File: src/rtl/pwm_capture.sv
// pwm_capture: Wishbone-slave PWM decoder. It measures the period and the high
// time of an asynchronous pulse train in bus-clock cycles, flags stuck-line and
// counter-overflow events, and streams the high time out as a duty-cycle word
// with a one-cycle valid strobe.
// Optional build macro PWM_CAPTURE_IRQ_EN adds o_int and ctrl bit3 irq_enable.
module pwm_capture #(
  parameter int SYNC_STAGES = 2,
  parameter int CW          = 16
) (
  input  logic          i_wb_clk,
  input  logic          i_wb_rst_n,
  input  logic          i_wb_cyc,
  input  logic          i_wb_stb,
  input  logic          i_wb_we,
  input  logic [15:0]   i_wb_adr,
  input  logic [15:0]   i_wb_data,
  output logic [15:0]   o_wb_data,
  output logic          o_wb_ack,
`ifdef PWM_CAPTURE_IRQ_EN
  output logic          o_int,
`endif
  input  logic          i_pwm,
  output logic [15:0]   o_DC,
  output logic          o_valid_DC
);

  typedef enum logic [1:0] {IDLE, ARM, HIGH, LOW} state_t;

  state_t                 state_q, state_d;
  logic [SYNC_STAGES-1:0] sync_q, sync_d;
  logic                   prev_q, prev_d;
  logic [CW-1:0]          cnt_q, cnt_d, hcnt_q, hcnt_d;
  logic [CW-1:0]          period_q, period_d, high_q, high_d, tmo_q, tmo_d;
  logic [15:0]            dc_q, dc_d;
  logic                   vdc_q, vdc_d;
  logic                   en_q, en_d, cont_q, cont_d, inv_q, inv_d, srst_q, srst_d;
  logic                   valid_q, valid_d, ovf_q, ovf_d, stuck_q, stuck_d;
  logic                   slvl_q, slvl_d;
  logic                   irq_bit;

  logic lvl_raw, lvl, rise, fall, bus, wr, wr_ctrl, wr_stat, wr_tmo;

  // Input conditioning: the synchronizer tail, optional inversion, edge detect.
  assign lvl_raw = sync_q[SYNC_STAGES-1];
  assign lvl     = lvl_raw ^ inv_q;
  assign rise    = lvl & ~prev_q;
  assign fall    = ~lvl & prev_q;

  assign bus      = i_wb_cyc & i_wb_stb;
  assign wr       = bus & i_wb_we;
  assign wr_ctrl  = wr && (i_wb_adr == 16'h0000);
  assign wr_stat  = wr && (i_wb_adr == 16'h0002);
  assign wr_tmo   = wr && (i_wb_adr == 16'h0008);
  assign o_wb_ack = bus;
  assign o_DC       = dc_q;
  assign o_valid_DC = vdc_q;

`ifdef PWM_CAPTURE_IRQ_EN
  logic irq_en_q, irq_en_d, int_q, int_d;
  assign irq_bit = irq_en_q;
  assign o_int   = int_q;
`else
  assign irq_bit = 1'b0;
`endif

  // Register read mux; unmapped addresses return zero.
  always_comb begin
    o_wb_data = 16'h0000;
    case (i_wb_adr)
      16'h0000: o_wb_data = {8'h00, srst_q, 3'b000, irq_bit, inv_q, cont_q, en_q};
      16'h0002: o_wb_data = {12'h000, slvl_q, stuck_q, ovf_q, valid_q};
      16'h0004: o_wb_data = period_q;
      16'h0006: o_wb_data = high_q;
      16'h0008: o_wb_data = tmo_q;
      default:  o_wb_data = 16'h0000;
    endcase
  end

  // Next state: bus writes first, then the measurement FSM, so hardware
  // status sets and the one-shot enable clear override a same-cycle write.
  always_comb begin
    state_d  = state_q;
    sync_d   = {sync_q[SYNC_STAGES-2:0], i_pwm};
    prev_d   = lvl;
    cnt_d    = cnt_q;
    hcnt_d   = hcnt_q;
    period_d = period_q;
    high_d   = high_q;
    tmo_d    = tmo_q;
    dc_d     = dc_q;
    vdc_d    = 1'b0;
    en_d     = en_q;
    cont_d   = cont_q;
    inv_d    = inv_q;
    srst_d   = 1'b0;
    valid_d  = valid_q;
    ovf_d    = ovf_q;
    stuck_d  = stuck_q;
    slvl_d   = slvl_q;
`ifdef PWM_CAPTURE_IRQ_EN
    irq_en_d = irq_en_q;
    int_d    = irq_en_q & (valid_q | ovf_q | stuck_q);
`endif

    if (wr_ctrl) begin
      en_d   = i_wb_data[0];
      cont_d = i_wb_data[1];
      inv_d  = i_wb_data[2];
`ifdef PWM_CAPTURE_IRQ_EN
      irq_en_d = i_wb_data[3];
`endif
    end
    if (wr_tmo) tmo_d = i_wb_data[CW-1:0];
    if (wr_stat) begin
      valid_d = valid_q & ~i_wb_data[0];
      ovf_d   = ovf_q   & ~i_wb_data[1];
      stuck_d = stuck_q & ~i_wb_data[2];
    end

    case (state_q)
      IDLE: begin
        cnt_d = '0;
        if (en_q) state_d = ARM;
      end
      ARM: begin
        if (!en_q) begin
          state_d = IDLE;
          cnt_d   = '0;
        end else if (rise) begin
          cnt_d   = {{(CW-1){1'b0}}, 1'b1};
          state_d = HIGH;
        end else if (tmo_q != '0 && cnt_q != tmo_q) begin
          // Runs only for the stuck check; parks once it reaches timeout.
          cnt_d = cnt_q + 1'b1;
          if (cnt_d == tmo_q) begin
            stuck_d = 1'b1;
            slvl_d  = lvl_raw;
          end
        end
      end
      default: begin // HIGH, LOW
        if (!en_q) begin
          state_d = IDLE;
          cnt_d   = '0;
        end else if (tmo_q != '0 && cnt_q == tmo_q) begin
          stuck_d = 1'b1;
          slvl_d  = lvl_raw;
          state_d = ARM;
          cnt_d   = '0;
        end else if (cnt_q == '1) begin
          ovf_d   = 1'b1;
          state_d = ARM;
          cnt_d   = '0;
        end else if (state_q == HIGH && fall) begin
          hcnt_d  = cnt_q;
          cnt_d   = cnt_q + 1'b1;
          state_d = LOW;
        end else if (state_q == LOW && rise) begin
          period_d = cnt_q;
          high_d   = hcnt_q;
          dc_d     = hcnt_q;
          vdc_d    = 1'b1;
          valid_d  = 1'b1;
          cnt_d    = {{(CW-1){1'b0}}, 1'b1};
          if (cont_q) state_d = HIGH;
          else begin
            en_d    = 1'b0;
            state_d = IDLE;
          end
        end else begin
          cnt_d = cnt_q + 1'b1;
        end
      end
    endcase

    // Soft reset: ctrl, FSM, counters and status cleared; timeout kept.
    if (wr_ctrl && i_wb_data[7]) begin
      srst_d  = 1'b1;
      en_d    = 1'b0;
      cont_d  = 1'b0;
      inv_d   = 1'b0;
      state_d = IDLE;
      cnt_d   = '0;
      hcnt_d  = '0;
      vdc_d   = 1'b0;
      valid_d = 1'b0;
      ovf_d   = 1'b0;
      stuck_d = 1'b0;
      slvl_d  = 1'b0;
`ifdef PWM_CAPTURE_IRQ_EN
      irq_en_d = 1'b0;
`endif
    end
  end

  // State and register flops.
  always_ff @(posedge i_wb_clk or negedge i_wb_rst_n) begin
    if (!i_wb_rst_n) begin
      state_q  <= IDLE;
      sync_q   <= '0;
      prev_q   <= 1'b0;
      cnt_q    <= '0;
      hcnt_q   <= '0;
      period_q <= '0;
      high_q   <= '0;
      tmo_q    <= '0;
      dc_q     <= '0;
      vdc_q    <= 1'b0;
      en_q     <= 1'b0;
      cont_q   <= 1'b0;
      inv_q    <= 1'b0;
      srst_q   <= 1'b0;
      valid_q  <= 1'b0;
      ovf_q    <= 1'b0;
      stuck_q  <= 1'b0;
      slvl_q   <= 1'b0;
`ifdef PWM_CAPTURE_IRQ_EN
      irq_en_q <= 1'b0;
      int_q    <= 1'b0;
`endif
    end else begin
      state_q  <= state_d;
      sync_q   <= sync_d;
      prev_q   <= prev_d;
      cnt_q    <= cnt_d;
      hcnt_q   <= hcnt_d;
      period_q <= period_d;
      high_q   <= high_d;
      tmo_q    <= tmo_d;
      dc_q     <= dc_d;
      vdc_q    <= vdc_d;
      en_q     <= en_d;
      cont_q   <= cont_d;
      inv_q    <= inv_d;
      srst_q   <= srst_d;
      valid_q  <= valid_d;
      ovf_q    <= ovf_d;
      stuck_q  <= stuck_d;
      slvl_q   <= slvl_d;
`ifdef PWM_CAPTURE_IRQ_EN
      irq_en_q <= irq_en_d;
      int_q    <= int_d;
`endif
    end
  end

endmodule

File: config.mk
export PLATFORM = sky130hd
export DESIGN_NAME = pwm_capture
export DESIGN_NICKNAME = d
export VERILOG_FILES = /design/src/rtl/pwm_capture.sv
export SDC_FILE = /design/constraint.sdc
export NUM_CORES = 1
export LEC_CHECK = 0
export CORE_MARGIN = 8
export CORE_UTILIZATION = 50
export DETAILED_ROUTE_END_ITERATION = 10
export PLACE_DENSITY = 0.77
export SETUP_SLACK_MARGIN = 0.5
export SLEW_MARGIN = 20
export SYNTH_ARGS = -nofsm -noshare
export SYNTH_HDL_FRONTEND = slang
export SYNTH_SLANG_ARGS = --single-unit
export TNS_END_PERCENT = 10
File: constraint.sdc
create_clock -name i_wb_clk -period 2.6 [get_ports i_wb_clk]
set_input_delay 0.52 -clock i_wb_clk [delete_from_list [all_inputs] [get_ports i_wb_clk]]
set_output_delay 0.52 -clock i_wb_clk [all_outputs]
set_load 0.005 [all_outputs]
# ---- After elaboration in Yosys (flattened, before gate mapping)
# Index checks and enable logic that the tools add are counted.
dict set report op_classes {
  addsub 1
  n_eq_ne 22
  muxes 80
  n_bitwise 17
  n_reduce_logical 20
}
# operator n
set op_table {}
lappend op_table {{$mux W16} 15}
lappend op_table {{$pmux W16 S5} 1}
lappend op_table {{$mux W1} 50}
lappend op_table {{$eq A16 B16 Y1} 2}
lappend op_table {{$eq A16 B3 Y1 const B} 2}
lappend op_table {{$pmux W16 S2} 1}
lappend op_table {{$mux W2} 10}
lappend op_table {{$add A16 B1 Y16 const B} 1}
lappend op_table {{$eq A16 B16 Y1 const B} 1}
lappend op_table {{$eq A16 B2 Y1 const B} 1}
lappend op_table {{$eq A16 B4 Y1 const B} 1}
lappend op_table {{$logic_not A16 Y1} 1}
lappend op_table {{$ne A16 B16 Y1} 1}
lappend op_table {{$reduce_bool A16 Y1} 1}
lappend op_table {{$ne A3 B3 Y1 const B} 4}
lappend op_table {{$reduce_and A6 Y1} 2}
lappend op_table {{$not A1 Y1} 9}
lappend op_table {{$logic_and A1 B1 Y1} 8}
lappend op_table {{$ne A8 B1 Y1 const B} 1}
lappend op_table {{$and A1 B1 Y1} 7}
lappend op_table {{$ne A2 B1 Y1 const B} 3}
lappend op_table {{$reduce_bool A2 Y1} 3}
lappend op_table {{$ne A5 B5 Y1 const B} 1}
lappend op_table {{$reduce_and A5 Y1} 1}
lappend op_table {{11 further kinds} 13}
dict set report totals {
  regBits 94
  in_bits 38
}

# ---- Logic depth before layout (Yosys ltp)
dict set report depth {
  word_depth 12
  ltp_mapped 11
}

# ---- Least setup slack after synthesis
# Ideal clock, no wire load.
dict set report synth_path {
  kind {input to output}
  start {input port i_wb_adr[8]}
  end {output port o_wb_data[5]}
  arrival_ns 2.193
  required_ns 2.080
  slack_ns -0.113
  stages 7
  path_cell_list {nor4_1 -> nand4b_1 -> or4_1 -> nor3b_2 -> clkbuf_1 -> nand2_1 -> o21ai_1}
}
dict set report synth_via {
  elab_chain_len 2
}
# item line
set synth_lines {}
lappend synth_lines {{start, declared} 15} ;# input logic [15:0] i_wb_adr,
lappend synth_lines {{$eq A16 B4 Y1, or another cell as far along} 69} ;# case (i_wb_adr)
lappend synth_lines {{$pmux W16 S5 (*)} 69}
lappend synth_lines {{end, declared} 17} ;# output logic [15:0] o_wb_data,
# Every way passes the cells marked *; elsewhere a longest branch is shown, timed or not.

# ---- Final worst setup path
dict set report layout_path {
  start {input port i_wb_adr[11]}
  end {output port o_wb_data[0]}
}
# The elaborated chain is that of the path after synthesis.

==> results.cfg <==
[logic_synthesis]
synth_cells = 497
yosysSeqAreaShare_pct = 46.1
yosysWarnings = 0
ys_seq_elements = 94
synth-main-ff-cell = dfrtp_1
synth_edf_count = 0
synthArstFlopShare_pct = 100
ys_types = 58
syn_avg_cell_area_um2 = 10.3
synth_fp_nets = 536
synth_area_um2 = 5100

[floorplanning]
io_pins = 72
fp.dieH_um = 117
coreArea_um2 = 10100
die_width_um = 117
std_cell_rows = 37
start_util_pct = 50.5
die-area_um2 = 13700

[critical_path]
cp.arrival_ps = 2370
cp_cell_sequence = buf_6 > nor4_4 > nand4b_1 > or4_4 > buf_6 > buf_6 > nor3_4 > buf_6 > a221o_1 > buf_2
crit_fanout = 3
cp-end-kind = primary output
worstSetupStartpoint = i_wb_adr[11]
worstPathRequired_ps = 2080
r2r-end = slvl_q
crit-reg2reg-launch = cnt_q[0]
ff2ff_path_depth = 8
max_stage_delay_ps = 480
path_buf_inv = 5
path_delay_family = simple AND/OR/NAND/NOR gates
worstSetupPathType = in2out
slowest_stage = or4_4
r2r_slack_ps = -180
crit_path_frequent_cell = buf_6
cp-start-kind = input pin

[pwr]
p_per_area_nw_per_um2 = 381
p_leak_nw = 3.31
p_total_mw = 2.68
irDropWorstVdd_v = 0.000413

[routing]
vias = 4461
routedWlPerCell_um = 20.5
routed_wl_um = 15600
drc = 0
drt_iter0_markers = 389
firstDrtPassIters = 5
postRouteAntennaNets = 0
vias_per_cell = 5.86

[grt]
grt_start_max_net_pins = 42
antenna_found_initial = 0
grt_pass1_wl_um = 24600
grt-ovfl-total = 0
grt_use_total_pct = 23.5
grt_pass1_vias = 4729

[clock_tree]
clock_latency_ps = 380
cts_buffer_depth = 2
cts-root-buf = clkbuf_8
h-tree-depth = 3
cts_hold_buf = 0
cts_buffers = 9
cts_sinks = 94
path_clk_slew_ps = 90
cts_tree = yes

[worst_hold_path]
hold_class = in2async

[timing]
rsz0062_at_grt = true
drv_slew = 0
fin_crit_sh_pct = 111
hold_viol = 0
min_period_ps = 2890
worstMarginPinSlew_ps = 568
max_freq_mhz = 346
relSlewSlack_pct = 61.9
setup_viol = 32
skew_ps = 7.00
hold_ws_ps = 118
worst_slack_ps = -292

[status]
status = finished, violations left
violations = setup timing

[placed_design]
dp_slack_ps = -975
placed_area_um2 = 6450
post-dp-hpwl_um = 11000
gp_congestion = 0.974
port-buffer-count = 71

[finish]
final_nets = 659
n_antenna_cell = 0
design_area_um2 = 7030
area_growth_pct = 37.8
drive_gt1_share_pct = 29.9

[run]
max_cap_violations = 0
## state kept, by name, indices dropped and copies added, names as in the netlist, 2 cells and up
name / flops
cnt_q: 16
hcnt_q: 16
o_DC: 16
period_q: 16
tmo_q: 16
state_q: 2
sync_q: 2
## kinds of logic after synthesis
group                      share of synthesized area [%]
and+or+nand+nor                                     17.6
DFF                                                 46.1
muxes                                               17.0
AOI/OAI and AO/OA                                   9.79
buffers and inverters                               4.41
xor gates and xnor gates                            4.64
adders and majority gates                          0.441
## layout make-up
cell class              instances  area [um^2]
clock buffers                  12          145
clock inverters                 4         77.6
fillers                       733         3060
inverters                       9         33.8
multi-input cells             357         2840
flip-flops and latches         94         2350
well taps                     136          170
repair buffers                149         1400
## per-stage QoR
stage,util [%],setup TNS (ps),instances
2_1_floorplan,-,0,497
3_3_place_gp,63.9,-37870,734
3_5_place_dp,63.9,-42550,734
4_1_cts,67.8,-6010,760
5_1_grt,69.7,-8070,761
6_report,69.7,-5340,761
## cells in the mapped netlist (2+ instances only)
cell type / count / area share [%]
buf_2: 12 / 1.2
a31oi_1: 16 / 2.0
mux2i_1: 36 / 7.1
nor2_2: 2 / 0.25
mux2_2: 3 / 0.66
nand3b_1: 4 / 0.59
nand3_1: 9 / 0.88
xnor2_1: 19 / 3.3
nor2b_1: 3 / 0.37
nor3_1: 10 / 0.98
a221o_1: 4 / 0.78
buf_6: 3 / 0.66
xor2_1: 8 / 1.4
mux2_1: 42 / 9.3
or4_1: 4 / 0.59
a21oi_1: 11 / 1.1
and3_1: 9 / 1.1
nand2b_1: 2 / 0.25
dfrtp_1: 94 / 46
inv_1: 9 / 0.66
nor4_1: 7 / 0.86
or3_1: 6 / 0.74
o21ai_1: 14 / 1.4
buf_4: 4 / 0.59
nand4_2: 2 / 0.49
a21boi_1: 2 / 0.29
nand4b_1: 6 / 1.0
o32ai_1: 2 / 0.34
nand4_1: 6 / 0.74
o21ai_0: 15 / 1.5
nor2_1: 41 / 3.0
and2_1: 10 / 1.2
clkbuf_1: 17 / 1.3
nand2_1: 41 / 3.0
## report_power, final
part           switching, mW  total, mW  internal, mW
Combinational         0.0620      0.131        0.0687
Clock                  0.512       1.09         0.574
Sequential           0.00187       1.46          1.46
## routing by layer
layer	vias to the layer above	GRT usage, %	wire, um	share of wire, %
met4	0	11.7	529	3.4
met1	2207	30.5	6650	43
li1	2016	-	-	-
met5	-	0	0	0
met3	47	3.90	963	6.2
met2	191	37.3	7440	48
## timing repair
| action | CTS | global route |
|---|---|---|
| gates resized for setup | 145 | 41 |
| pin swaps | 23 | 12 |
| buffers inserted | 9 | 1 |
| setup endpoints to repair | 108 | 107 |
| cloned | 1 | 0 |
## how the worst max path moves through the flow
stage / endpoint / slack, ps / cells after the start
floorplan: slvl_q / 60 / 9
global placement: o_wb_data[6] / -890 / 9
detailed placement: o_wb_data[1] / -980 / 9
CTS: o_wb_data[0] / -340 / 11
global route: o_wb_data[1] / -360 / 11
finish: o_wb_data[0] / -290 / 10
## cells in the final DEF, fill, tap and decap left out, drive strengths merged, types with 10 or more instances in the layout
| cell type | instances |
|---|---|
| a21oi | 11 |
| a31oi | 17 |
| and2 | 10 |
| buf | 100 |
| clkbuf | 12 |
| clkdlybuf4s50 | 40 |
| dfrtp | 94 |
| inv | 10 |
| mux2 | 45 |
| mux2i | 36 |
| nand2 | 41 |
| nand3 | 10 |
| nor2 | 43 |
| nor3 | 11 |
| o21ai | 29 |
| xnor2 | 19 |
No activity file was read; power rests on OpenSTA's default activity.
==> RTL edit: new RTL, same settings <==
The 4 states of `state_t` get a one-hot encoding in 4 bits.
--- a/src/rtl/pwm_capture.sv
+++ b/src/rtl/pwm_capture.sv
@@ -25,5 +25,5 @@
 );
 
-  typedef enum logic [1:0] {IDLE, ARM, HIGH, LOW} state_t;
+  typedef enum logic [3:0] {IDLE = 4'b0001, ARM = 4'b0010, HIGH = 4'b0100, LOW = 4'b1000} state_t;
 
   state_t                 state_q, state_d;
Behaviour: same outputs for any inputs over 4 cycles, from zero or initial values and one cycle with i_wb_rst_n low; so few cycles prove little.
==> RTL edit against the unedited design <==
  * The run still ends with negative setup slack left
  * Non-clock buffer count shrank 5
  * Synthesized cell count grew 0.20%
  * Total power shrank 0.19%
  * Setup slack gained 0.15 ns
  * Clock skew grew 0.0096 ns
  * Worst hold slack lost 0.071 ns
  * Critical path depth grew 2
  * Cell area shrank 0.98%
  * Wire length grew 2.1%
  * Die area grew 2.7%
  * Clock power shrank 9%
  * Sequential cell count grew 2
  * Area after synthesis grew 3.1%
  * Highest routed layer unchanged
==> RTL edit: results <==
metrics = {
    "status": {
        "status": "finished, violations left",
        "violations": "negative setup slack",
    },
    "global_route": {
        "met2_usage_pct": 37.2,
        "grt_pass1_vias": 4701,
        "use_met1_pct": 28.2,
        "grt_pass1_wl_um": 25200,
        "track_usage_pct": 22.3,
    },
    "synthesis": {
        "synthArstFlopShare_pct": 100,
        "synthAdderAreaFrac_pct": 0.238,
        "synth_nets": 537,
        "ys_types": 70,
        "synth.area.top_cells": "dfrtp_1, mux2_2, mux2i_1",
        "synth_commonest_cells": "dfrtp_1, nor2_1, nand2_1",
        "synth_compound_area_share_pct": 12.3,
        "netlist.area_leader.share_pct": 45.2,
        "ys_seq_area_share_pct": 45.7,
        "synthMuxAreaShare_pct": 13.5,
    },
    "critical_path": {
        "worstRegToRegCells": 7,
        "worstPathArrival_ns": 2.22,
        "worstPathMaxFanout": 3,
        "worst-r2r-setup-slack_ns": 0.13,
        "r2r-end": "cnt_q[3]",
        "timing.rr.start": "tmo_q[1]",
    },
    "timing": {
        "setup_violations": 16,
        "fin_skew_ns": 0.0166,
        "fin_ws_ns": -0.144,
        "worst_pin_slew_ns": 0.587,
        "hold_slack_ns": 0.0474,
    },
    "routing": {
        "first_pass_iters": 8,
        "drt-initial-drc-count": 477,
        "totalWireLength_um": 15900,
        "via_count": 4606,
    },
    "placed_design": {
        "postPlaceCellArea_sq_um": 6400,
        "hpwlAfterDp_um": 10800,
        "gp_congestion": 0.899,
        "port_buffers": 71,
    },
    "clock_network": {
        "clockBufferDepth": 2,
        "clock_latency_ns": 0.40,
        "path_clk_slew_ns": 0.10,
    },
    "final_layout": {
        "final_nets": 657,
        "drive_above_1_share_pct": 34.3,
    },
    "power_and_ir_drop": {
        "p_leak_nw": 3.30,
        "vdd_drop_max_uv": 367,
    },
}
RTL edit: cell type report:
cell class	count	area [sq um]
fill	772	3320
multi-input combinational	346	2750
clock inverter	7	72.6
sequential	96	2420
inverter	21	78.8
tap	136	170
clock buffer	9	124
timing repair buffer	144	1350
RTL edit: metrics by stage:
stage | std cells | TNS [ns] | setup slack, ns
final | 759 | -1.24 | -0.144
after detailed placement | 721 | -21.67 | -0.793
after global placement | 721 | -17.79 | -0.653
after CTS | 753 | -0.614 | -0.102
after floorplan | 498 | 0 | 0.170
after global routing | 759 | -2.37 | -0.218
RTL edit: report_power, final:
part	switching (mW)	internal, mW	total [mW]
Sequential	0.0104	1.50	1.51
Combinational	0.0847	0.0847	0.169
Clock	0.616	0.378	0.994
Total	0.712	1.96	2.68
RTL edit: critical path, cell delays in order:
cell and delay (ns):
buf_6 0.09, nor4_4 0.26, nand4_1 0.13, buf_6 0.15, nor4b_4 0.29, buf_4 0.19, clkbuf_16 0.13, buf_6 0.09
buf_6 0.09, a222oi_1 0.08, inv_1 0.08, buf_2 0.12
RTL edit: worst max path at each step:
stage                            start            end  slack, ns
after floorplan            i_wb_adr[8]   o_wb_data[0]       0.17
after global placement     i_wb_adr[8]   o_wb_data[2]      -0.65
after detailed placement   i_wb_adr[8]   o_wb_data[2]      -0.79
after CTS                 i_wb_adr[14]   o_wb_data[9]      -0.10
after global routing      i_wb_adr[15]  o_wb_data[10]      -0.22
final                     i_wb_adr[11]  o_wb_data[10]      -0.14
RTL edit: cells by family (layout without fill, tap and decap cells):
group / count (synthesis) / after routing
mux: 65 / 65
buf+inv: 56 / 181
fa+ha+maj: 1 / 1
xor+xnor: 25 / 25
simple gates: 169 / 169
flops: 96 / 96
compound gates: 86 / 86
RTL edit: per-layer routing:
layer | up-vias | share of wire, %
met5 | - | 0
met4 | 0 | 3.1
met3 | 34 | 6.9
met2 | 202 | 49
met1 | 2322 | 41
li1 | 2048 | -
RTL edit: what timing repair did:
| item | 4_1_cts | 5_1_grt |
|---|---|---|
| setup endpoints to repair | 110 | 106 |
| gates resized for setup | 162 | 22 |
| pin swaps | 24 | 20 |
| cloned | 1 | 0 |
| setup buffers | 15 | 6 |
